## config.mk

```make
export PLATFORM = sky130hd
export DESIGN_NAME = ipad_debounce
export DESIGN_NICKNAME = d
export VERILOG_FILES = /design/src/rtl/config_target_pkg.sv /design/src/rtl/ipad_debounce_pkg.sv /design/src/rtl/ibuf_tech.sv /design/src/rtl/ipad_debounce.sv
export SDC_FILE = /design/constraint.sdc
export NUM_CORES = 1
export LEC_CHECK = 0
export ABC_AREA = 1
export CAP_MARGIN = 10
export CORE_ASPECT_RATIO = 0.6
export CORE_MARGIN = 10
export CORE_UTILIZATION = 45
export CTS_BUF_LIST = sky130_fd_sc_hd__clkbuf_4
export CTS_CLUSTER_SIZE = 10
export DETAILED_ROUTE_END_ITERATION = 8
export PLACE_DENSITY = 0.73
export SETUP_SLACK_MARGIN = 0.05
export SLEW_MARGIN = 5
export SYNTH_ARGS = -nofsm -noshare
export SYNTH_HDL_FRONTEND = slang
export SYNTH_SLANG_ARGS = --single-unit
```

## constraint.sdc

```tcl
create_clock -name i_clk -period 3.6 [get_ports i_clk]
set_input_delay 0.54 -clock i_clk [delete_from_list [all_inputs] [get_ports i_clk]]
set_output_delay 0.54 -clock i_clk [all_outputs]
set_load 0.01 [all_outputs]
```

## src/rtl/config_target_pkg.sv

```systemverilog
// rtl/config_target_pkg.sv - technology target selection shared by the tech wrapper cells
package config_target_pkg;

    typedef enum logic [1:0] {
        TARGET_GENERIC = 2'd0,
        TARGET_ASIC    = 2'd1,
        TARGET_FPGA    = 2'd2
    } target_t;

    localparam target_t TARGET = TARGET_GENERIC;

endpackage

```

## src/rtl/ipad_debounce_pkg.sv

```systemverilog
// rtl/ipad_debounce_pkg.sv - shared types and limits for the pad input debouncer
package ipad_debounce_pkg;

    typedef enum logic {
        STABLE = 1'b0,
        FILTER = 1'b1
    } debounce_state_t;

    localparam int SYNC_STAGES_MIN = 2;
    localparam int SYNC_STAGES_MAX = 4;

    function automatic bit sync_stages_ok(input int stages);
        return (stages >= SYNC_STAGES_MIN) && (stages <= SYNC_STAGES_MAX);
    endfunction

endpackage

```

## src/rtl/ibuf_tech.sv

```systemverilog
// rtl/ibuf_tech.sv - technology input pad buffer wrapper
module ibuf_tech
    import config_target_pkg::*;
#(
    parameter target_t TARGET_SEL = TARGET
) (
    input  logic pad,
    output logic data
);

    // Every target maps to a plain buffer here; a real library cell can be
    // dropped into the matching branch without touching the instantiating logic.
    generate
        if (TARGET_SEL == TARGET_FPGA) begin : g_fpga
            assign data = pad;
        end else if (TARGET_SEL == TARGET_ASIC) begin : g_asic
            assign data = pad;
        end else begin : g_generic
            assign data = pad;
        end
    endgenerate

endmodule

```

## src/rtl/ipad_debounce.sv

```systemverilog
// rtl/ipad_debounce.sv - pad input synchroniser and glitch filter with edge strobes
module ipad_debounce
    import ipad_debounce_pkg::*;
#(
    parameter int   SYNC_STAGES = 2,
    parameter int   CNT_WIDTH   = 16,
    parameter logic RESET_VALUE = 1'b0
) (
    input  logic                 i_clk,
    input  logic                 i_nrst,
    input  logic                 i_pad,
    input  logic [CNT_WIDTH-1:0] i_hold_cycles,
    output logic                 o_level,
    output logic                 o_rise,
    output logic                 o_fall,
    output logic                 o_busy
);

    generate
        if (!sync_stages_ok(SYNC_STAGES)) begin : g_bad_stages
            $error("ipad_debounce: SYNC_STAGES out of range 2..4");
        end
    endgenerate

    logic                 pad_buf;
    (* ASYNC_REG = "TRUE" *) logic [SYNC_STAGES-1:0] sync;
    logic                 s;

    debounce_state_t      state;
    debounce_state_t      state_nxt;
    logic [CNT_WIDTH-1:0] cnt;
    logic [CNT_WIDTH-1:0] cnt_nxt;
    logic [CNT_WIDTH-1:0] cnt_inc;
    logic [CNT_WIDTH-1:0] hold_eff;
    logic                 accept;

    ibuf_tech u_ibuf (
        .pad  (i_pad),
        .data (pad_buf)
    );

    // Synchroniser chain: only sync[0] ever sees the asynchronous pad value.
    always_ff @(posedge i_clk or negedge i_nrst) begin
        if (!i_nrst) begin
            sync <= {SYNC_STAGES{RESET_VALUE}};
        end else begin
            sync <= {sync[SYNC_STAGES-2:0], pad_buf};
        end
    end

    assign s        = sync[SYNC_STAGES-1];
    assign hold_eff = (i_hold_cycles == '0) ? CNT_WIDTH'(1) : i_hold_cycles;
    assign cnt_inc  = cnt + CNT_WIDTH'(1);

    // Next-state decode; a ">=" threshold lets a lowered hold take effect at once.
    always_comb begin
        state_nxt = state;
        cnt_nxt   = cnt;
        accept    = 1'b0;
        case (state)
            STABLE: begin
                if (s == o_level) begin
                    cnt_nxt = '0;
                end else if (hold_eff == CNT_WIDTH'(1)) begin
                    accept = 1'b1;
                end else begin
                    cnt_nxt   = CNT_WIDTH'(1);
                    state_nxt = FILTER;
                end
            end
            FILTER: begin
                if (s == o_level) begin
                    cnt_nxt   = '0;
                    state_nxt = STABLE;
                end else if (cnt_inc >= hold_eff) begin
                    accept    = 1'b1;
                    cnt_nxt   = '0;
                    state_nxt = STABLE;
                end else begin
                    cnt_nxt = cnt_inc;
                end
            end
            default: begin
                cnt_nxt   = '0;
                state_nxt = STABLE;
            end
        endcase
    end

    // Filter state, accepted level and single-cycle strobes that coincide with the level update.
    always_ff @(posedge i_clk or negedge i_nrst) begin
        if (!i_nrst) begin
            state   <= STABLE;
            cnt     <= '0;
            o_level <= RESET_VALUE;
            o_rise  <= 1'b0;
            o_fall  <= 1'b0;
            o_busy  <= 1'b0;
        end else begin
            state  <= state_nxt;
            cnt    <= cnt_nxt;
            o_busy <= (state_nxt == FILTER);
            o_rise <= accept & s;
            o_fall <= accept & ~s;
            if (accept) begin
                o_level <= s;
            end
        end
    end

endmodule

```

==> results of run 1 <==
cell families (layout without fill, tap and decap cells):
kind of cell,count (synthesis),count (layout),synth area share [%]
AO/OA/AOI/OAI,28,28,10.0
XOR/XNOR,12,12,7.11
adder cells (fa/ha/maj),17,17,11.8
buffers and inverters,48,71,10.6
flip-flops,22,22,30.7
AND/OR/NAND/NOR,111,111,29.8
cells in the mapped netlist:
master     n  area share (%)
nand2_1   48              10
inv_1     42             8.8
nand3_1   23             6.4
dfrtp_1   22              31
nor2_1    18             3.8
ha_1      17              12
o21ai_0   10             2.8
xor2_1     9             4.4
o21ai_2    8             3.9
a21oi_1    7             2.0
nor2_2     5             1.7
nor3_1     4             1.1
inv_2      3            0.63
nand2_2    3             1.0
nor2_4     3             1.9
a21oi_2    2            0.98
buf_2      2            0.56
nand4_1    2            0.70
nor3_2     2             1.1
xor2_2     2             1.8
buf_6      1            0.63
nand3b_1   1            0.42
nand4_4    1             1.2
nor4_1     1            0.35
o21a_1     1            0.42
xnor2_2    1            0.91
sequential cells by signal (all words and copies together), names as in the netlist:
name     count
cnt         16
state        1
o_level      1
o_rise       1
o_fall       1
sync         2
final cells by class:
class                      count  area [sq um]  share of cell area (%)
clock buffer                   3          22.5                    1.07
clock inverter                 1          30.0                    1.43
inverter                      45           169                    8.02
multi-input combinational    168          1050                    50.1
sequential                    22           551                    26.1
tap                           47          58.8                    2.79
timing repair buffer          22           220                    10.5
layout by cell type, fill, tap and decap left out, types with 3 or more instances in the layout:
cell             instances
o21ai_2                  8
clkbuf_4                 3
nor2_4                   3
a21oi_1                  7
nand3_1                 23
ha_1                    17
nand2_1                 48
dfrtp_1                 22
inv_1                   42
inv_2                    3
xor2_1                   9
nor2_1                  18
nor2_2                   5
o21ai_0                 10
clkdlybuf4s50_1         22
nand2_2                  3
nor3_1                   4
critical path: stages (launching register included):
cell and delay, ns:
dfrtp_1 0.45, ha_1 0.21, nand2_1 0.07, nor2_2 0.17, nand2_2 0.11, nor2_4 0.16, nand2_1 0.07, nand2_1 0.05
nand2_1 0.11, ha_1 0.31, nand2_1 0.06, nor4_1 0.29, nand2_1 0.09, nand2_1 0.11, inv_2 0.15, nand3_1 0.10
o21ai_0 0.09
through the flow:
| stage | worst slack, ns | power (uW) | cell area [sq um] | instances |
|---|---|---|---|---|
| after floorplan | 1.21 | 311 | 1800 | 238 |
| after global placement | 0.940 | 356 | 2050 | 304 |
| after detailed placement | 0.913 | 355 | 2050 | 304 |
| after CTS | 0.885 | 546 | 2110 | 308 |
| after global routing | 0.560 | 574 | 2110 | 308 |
| final | 0.867 | 543 | 2110 | 308 |
routing by layer:
layer	vias to the layer above	global-route usage, %	share of wire (%)
li1	800	-	-
met1	693	19.5	55
met3	2	3.97	10
met5	-	0	0
met2	48	15.8	35
met4	0	0.532	0.20
power by group:
part | switching [uW] | internal [uW]
clock | 79.7 | 113
sequential | 6.40 | 253
combinational | 49.8 | 41.3
how the worst max path moves through the flow:
stage	cells past startpoint	endpoint	slack [ns]	start
floorplan	17	cnt[3]	1.21	cnt[0]
global placement	16	cnt[10]	0.94	cnt[0]
detailed placement	16	cnt[13]	0.91	cnt[0]
CTS	16	cnt[13]	0.88	cnt[0]
global route	16	cnt[13]	0.56	cnt[0]
finish	16	cnt[13]	0.87	cnt[0]
==> metrics.txt, run 1 <==
status=complete, no violations; min cycle time layout=between 2 and 3 ns; Clock Sinks=22; crit end category=flip-flop; reg2reg start=cnt[0]; Worst-Skew Late Latency=0.31 ns; Max-Cap Viols=0; buffers added on ports=22; final setup fails=0; Cells after Synth=around 240; Slew headroom=33.4%; vias in the first global route=around 1400; Worst R2R End=cnt[13]; synthesized area=roughly 1800 sq um; initial antenna violation count=0; Ant. Diodes=0; clock tree buffer depth=2; final core utilization=between 50% and 60%; post-DR wirelength/cell=between 10 and 15 microns; RePlAce Congestion=0.853; Hold Path Origin=sync[0]; Remaining DRCs=0; synth unique cells=26; vias per std cell=~5; yosys warns=0; largest net degree at the start of global routing=23; die area=about 7000 sq um; global-route wire length before repair=6980 microns; Routed WL=4070 microns; TritonCTS buffer count=3; Setup Buffers After CTS=0; Reg2Reg Setup Slack=about 0.87 ns; hold buffer count at CTS=0; Syn Nets=~270; TritonRoute pass-1 iters=4; Die H=a little under 70 microns; worst hold path type=flip-flop to flip-flop; share of layout cells above drive strength 1=between 10% and 20%; io pins=23; Iteration-0 DRC Markers=around 160; Max Clock Skew=approximately 0.0023 ns; Peak VDD IR=between 0.2 and 0.3 mV; Slew @ Worst Pin=0.996 ns; Slew Limit Fails=0; Power Density=258 nW/um^2; CP Data Required Time=3.80 ns; R2R depth=16; CTS tree=yes; CP Launch Type=flip-flop; Initial Util=47.7%; Cell Rows=17; Cells on Worst Hold Path=0; worst path arrival time=a little under 3 ns; clock root buffer=clkbuf_4; Resize count post-CTS=0; RSZ-0062 raised after global routing=false; Fillers=354; vias=between 1500 and 2000; Hold Violations, Final=0; clk slew on worst S/H paths=0.13 ns; register area share after synthesis=30.7%; Leak=0.00104 uW; DP HPWL=~3300 microns; remaining antenna violation count=0; post-route clock period utilization=75.9%; fmax=0.366 GHz; sum of negative setup slack=0 ns; fin nets=approximately 300; Yosys reg bits=22; critical path type=flip-flop to flip-flop; H-tree Lvls=1; area growth from synthesis to layout=17.3%; tightest hold margin=0.374 ns; Post-Syn Area per Cell=about 7.5 sq um; Congestion Overflow GR=0; Hold EP=sync[1]; Chip Width=slightly above 100 microns; GRT Overall Usage=between 10 and 15%; Worst Path Max Fanout=17; Core Area=approximately 3800 sq um
Note: power is estimated with default switching activity, not from simulation.
==> run 2, diff against run 1 <==
==> constraint.sdc (replaced) <==
create_clock -name i_clk -period 2.8 [get_ports i_clk]
set_input_delay 0.42 -clock i_clk [delete_from_list [all_inputs] [get_ports i_clk]]
set_output_delay 0.42 -clock i_clk [all_outputs]
set_load 0.01 [all_outputs]
==> run 2 against run 1 <==
- largest power group unchanged
- combinational power grew 42%
- register-to-register slack worse by 0.70 ns
- hold slack worse by 0.0065 ns
- worst setup slack worse by 0.70 ns
- clock power is 28% higher
- critical path depth unchanged
- core utilization rose by 4.0 points
- die area did not move
- maximum frequency is 3.9% higher
==> metrics.txt, run 2 (synthesized netlist as in run 1, its figures left out) <==
multi-input logic area=between 1000 and 1500 sq um; Worst-Skew Late Latency=about 0.32 ns; final core utilization=about 60%; buffers added on ports=22; Clock Sinks=22; TritonCTS buffer count=3; design area=2260 sq um; Initial Util=roughly 48%; Largest register FFs=16; Worst Path Max Fanout=5; global-route wire length before repair=between 6000 and 7000 microns; min cycle time layout=approximately 2.6 ns; largest net degree at the start of global routing=23; placed inst area=approximately 2100 sq um; Slew headroom=between 60% and 70%; worst hold path type=flip-flop to flip-flop; area growth from synthesis to layout=25.7%; Routed WL=between 4000 and 5000 microns; fmax=between 0.3 and 0.4 GHz; remaining antenna violation count=0; Cell Rows=17; worst path arrival time=between 2 and 3 ns; vias per std cell=just over 5; hold buffer count at CTS=0; RePlAce Congestion=approximately 0.86; Remaining DRCs=0; share of layout cells above drive strength 1=about a fifth; TritonRoute pass-1 iters=4; initial antenna violation count=0; post-route clock period utilization=between 90% and 100%; clock root buffer=clkbuf_4; sum of negative setup slack=0 ns; Core Area=about 3800 sq um; Slew Limit Fails=0; Seq. cell area=552 sq um; io pins=23; Ant. Diodes=0; CP Data Required Time=around 3 ns; clock tree buffer depth=2; vias in the first global route=1381; Leak=around 0.0011 uW; DP HPWL=around 3300 microns; Slew @ Worst Pin=between 0.4 and 0.5 ns; most common cell after layout, fill and taps aside=inv_1; Max-Cap Viols=0; tightest hold margin=0.368 ns; RSZ-0062 raised after global routing=false; Fillers=350; CTS tree=yes; Iteration-0 DRC Markers=slightly above 90; GRT Overall Usage=between 10% and 20%; final setup fails=0; vias=1596; Hold Violations, Final=0; Largest regs=cnt (16), sync (2); Congestion Overflow GR=0; crit end category=flip-flop; critical path type=flip-flop to flip-flop; status=complete, no violations; CP Launch Type=flip-flop; die area=about 7000 sq um; most frequent cells in the layout=inv_1 (42), nand2_1 (40), nand3_1 (22), clkdlybuf4s50_1 (22), dfrtp_1 (21); post-DR wirelength/cell=approximately 14 microns; Peak VDD IR=between 0.2 and 0.3 mV; Max Clock Skew=between 0.01 and 0.015 ns; clk slew on worst S/H paths=roughly 0.13 ns; Power Density=313 nW/um^2; Die H=68.9 microns; fin nets=between 300 and 400; Chip Width=about 100 microns; Largest Register=cnt; H-tree Lvls=1
## run 2: cell count changes in the layout (fill, tap and decap cells not counted), sizes merged
cell  previous run  this run
inv             45        46
buf              0         8
## run 2: power by group
part | switching (uW) | internal, uW | leakage [uW] | total [uW]
combinational | 69.5 | 59.3 | 0.000771 | 129
clock | 101 | 145 | 0.0000279 | 246
sequential | 7.37 | 325 | 0.000297 | 332
total | 178 | 529 | 0.00110 | 707
## run 2: metal layers
layer  GRT usage [%]  vias to the layer above  share of wire (%)
met3            3.67                        5                5.9
met4            2.13                        0               0.51
li1                -                      819                  -
met2            16.6                       37                 38
met1            19.7                      735                 56
met5               0                        -                  0
## run 2: worst paths after layout
check / from / end / slack, ns / depth (start not counted)
min in group asynchronous: i_nrst / cnt[15] / 0.43 / 2
worst max register to register: cnt[0] / o_level / 0.17 / 16
worst max-delay path: cnt[0] / o_level / 0.17 / 16
worst min register to register: sync[0] / sync[1] / 0.37 / 0
max in group asynchronous: i_nrst / state / 2.14 / 2
worst min-delay path: sync[0] / sync[1] / 0.37 / 0
## run 2: final cells by class
class / instances / area share, %
multi-input combinational: 168 / 49.9
timing repair inverter: 1 / 0.277
clock inverter: 1 / 1.33
tap: 47 / 2.61
sequential: 22 / 24.4
clock buffer: 3 / 0.998
timing repair buffer: 30 / 12.6
inverter: 45 / 7.82
## run 2: repair_timing
action	in CTS	in global routing
cloned	0	1
setup endpoints to repair	1	20
setup buffers	1	6
pin swaps	0	10
resized for setup	0	24
## run 2: metrics by stage
step	instances	setup WS (ns)	total power, uW
after floorplan	238	0.409	400
final	317	0.168	707
after global routing	317	0.00378	740
after detailed placement	305	0.0893	459
after global placement	305	0.0980	457
after CTS	310	0.0618	708
## run 2: critical path, cell delays in order (launching register included)
cell	delay, ns
dfrtp_1	0.43
ha_2	0.21
nand2_2	0.07
nor2_4	0.14
nand2_2	0.09
nor2_4	0.18
buf_6	0.13
xor2_4	0.16
ha_1	0.26
nand2_2	0.08
o21ai_0	0.09
a21oi_1	0.25
nand2_4	0.14
nand2_4	0.12
nand2_2	0.05
nand2_2	0.07
nand2_1	0.05
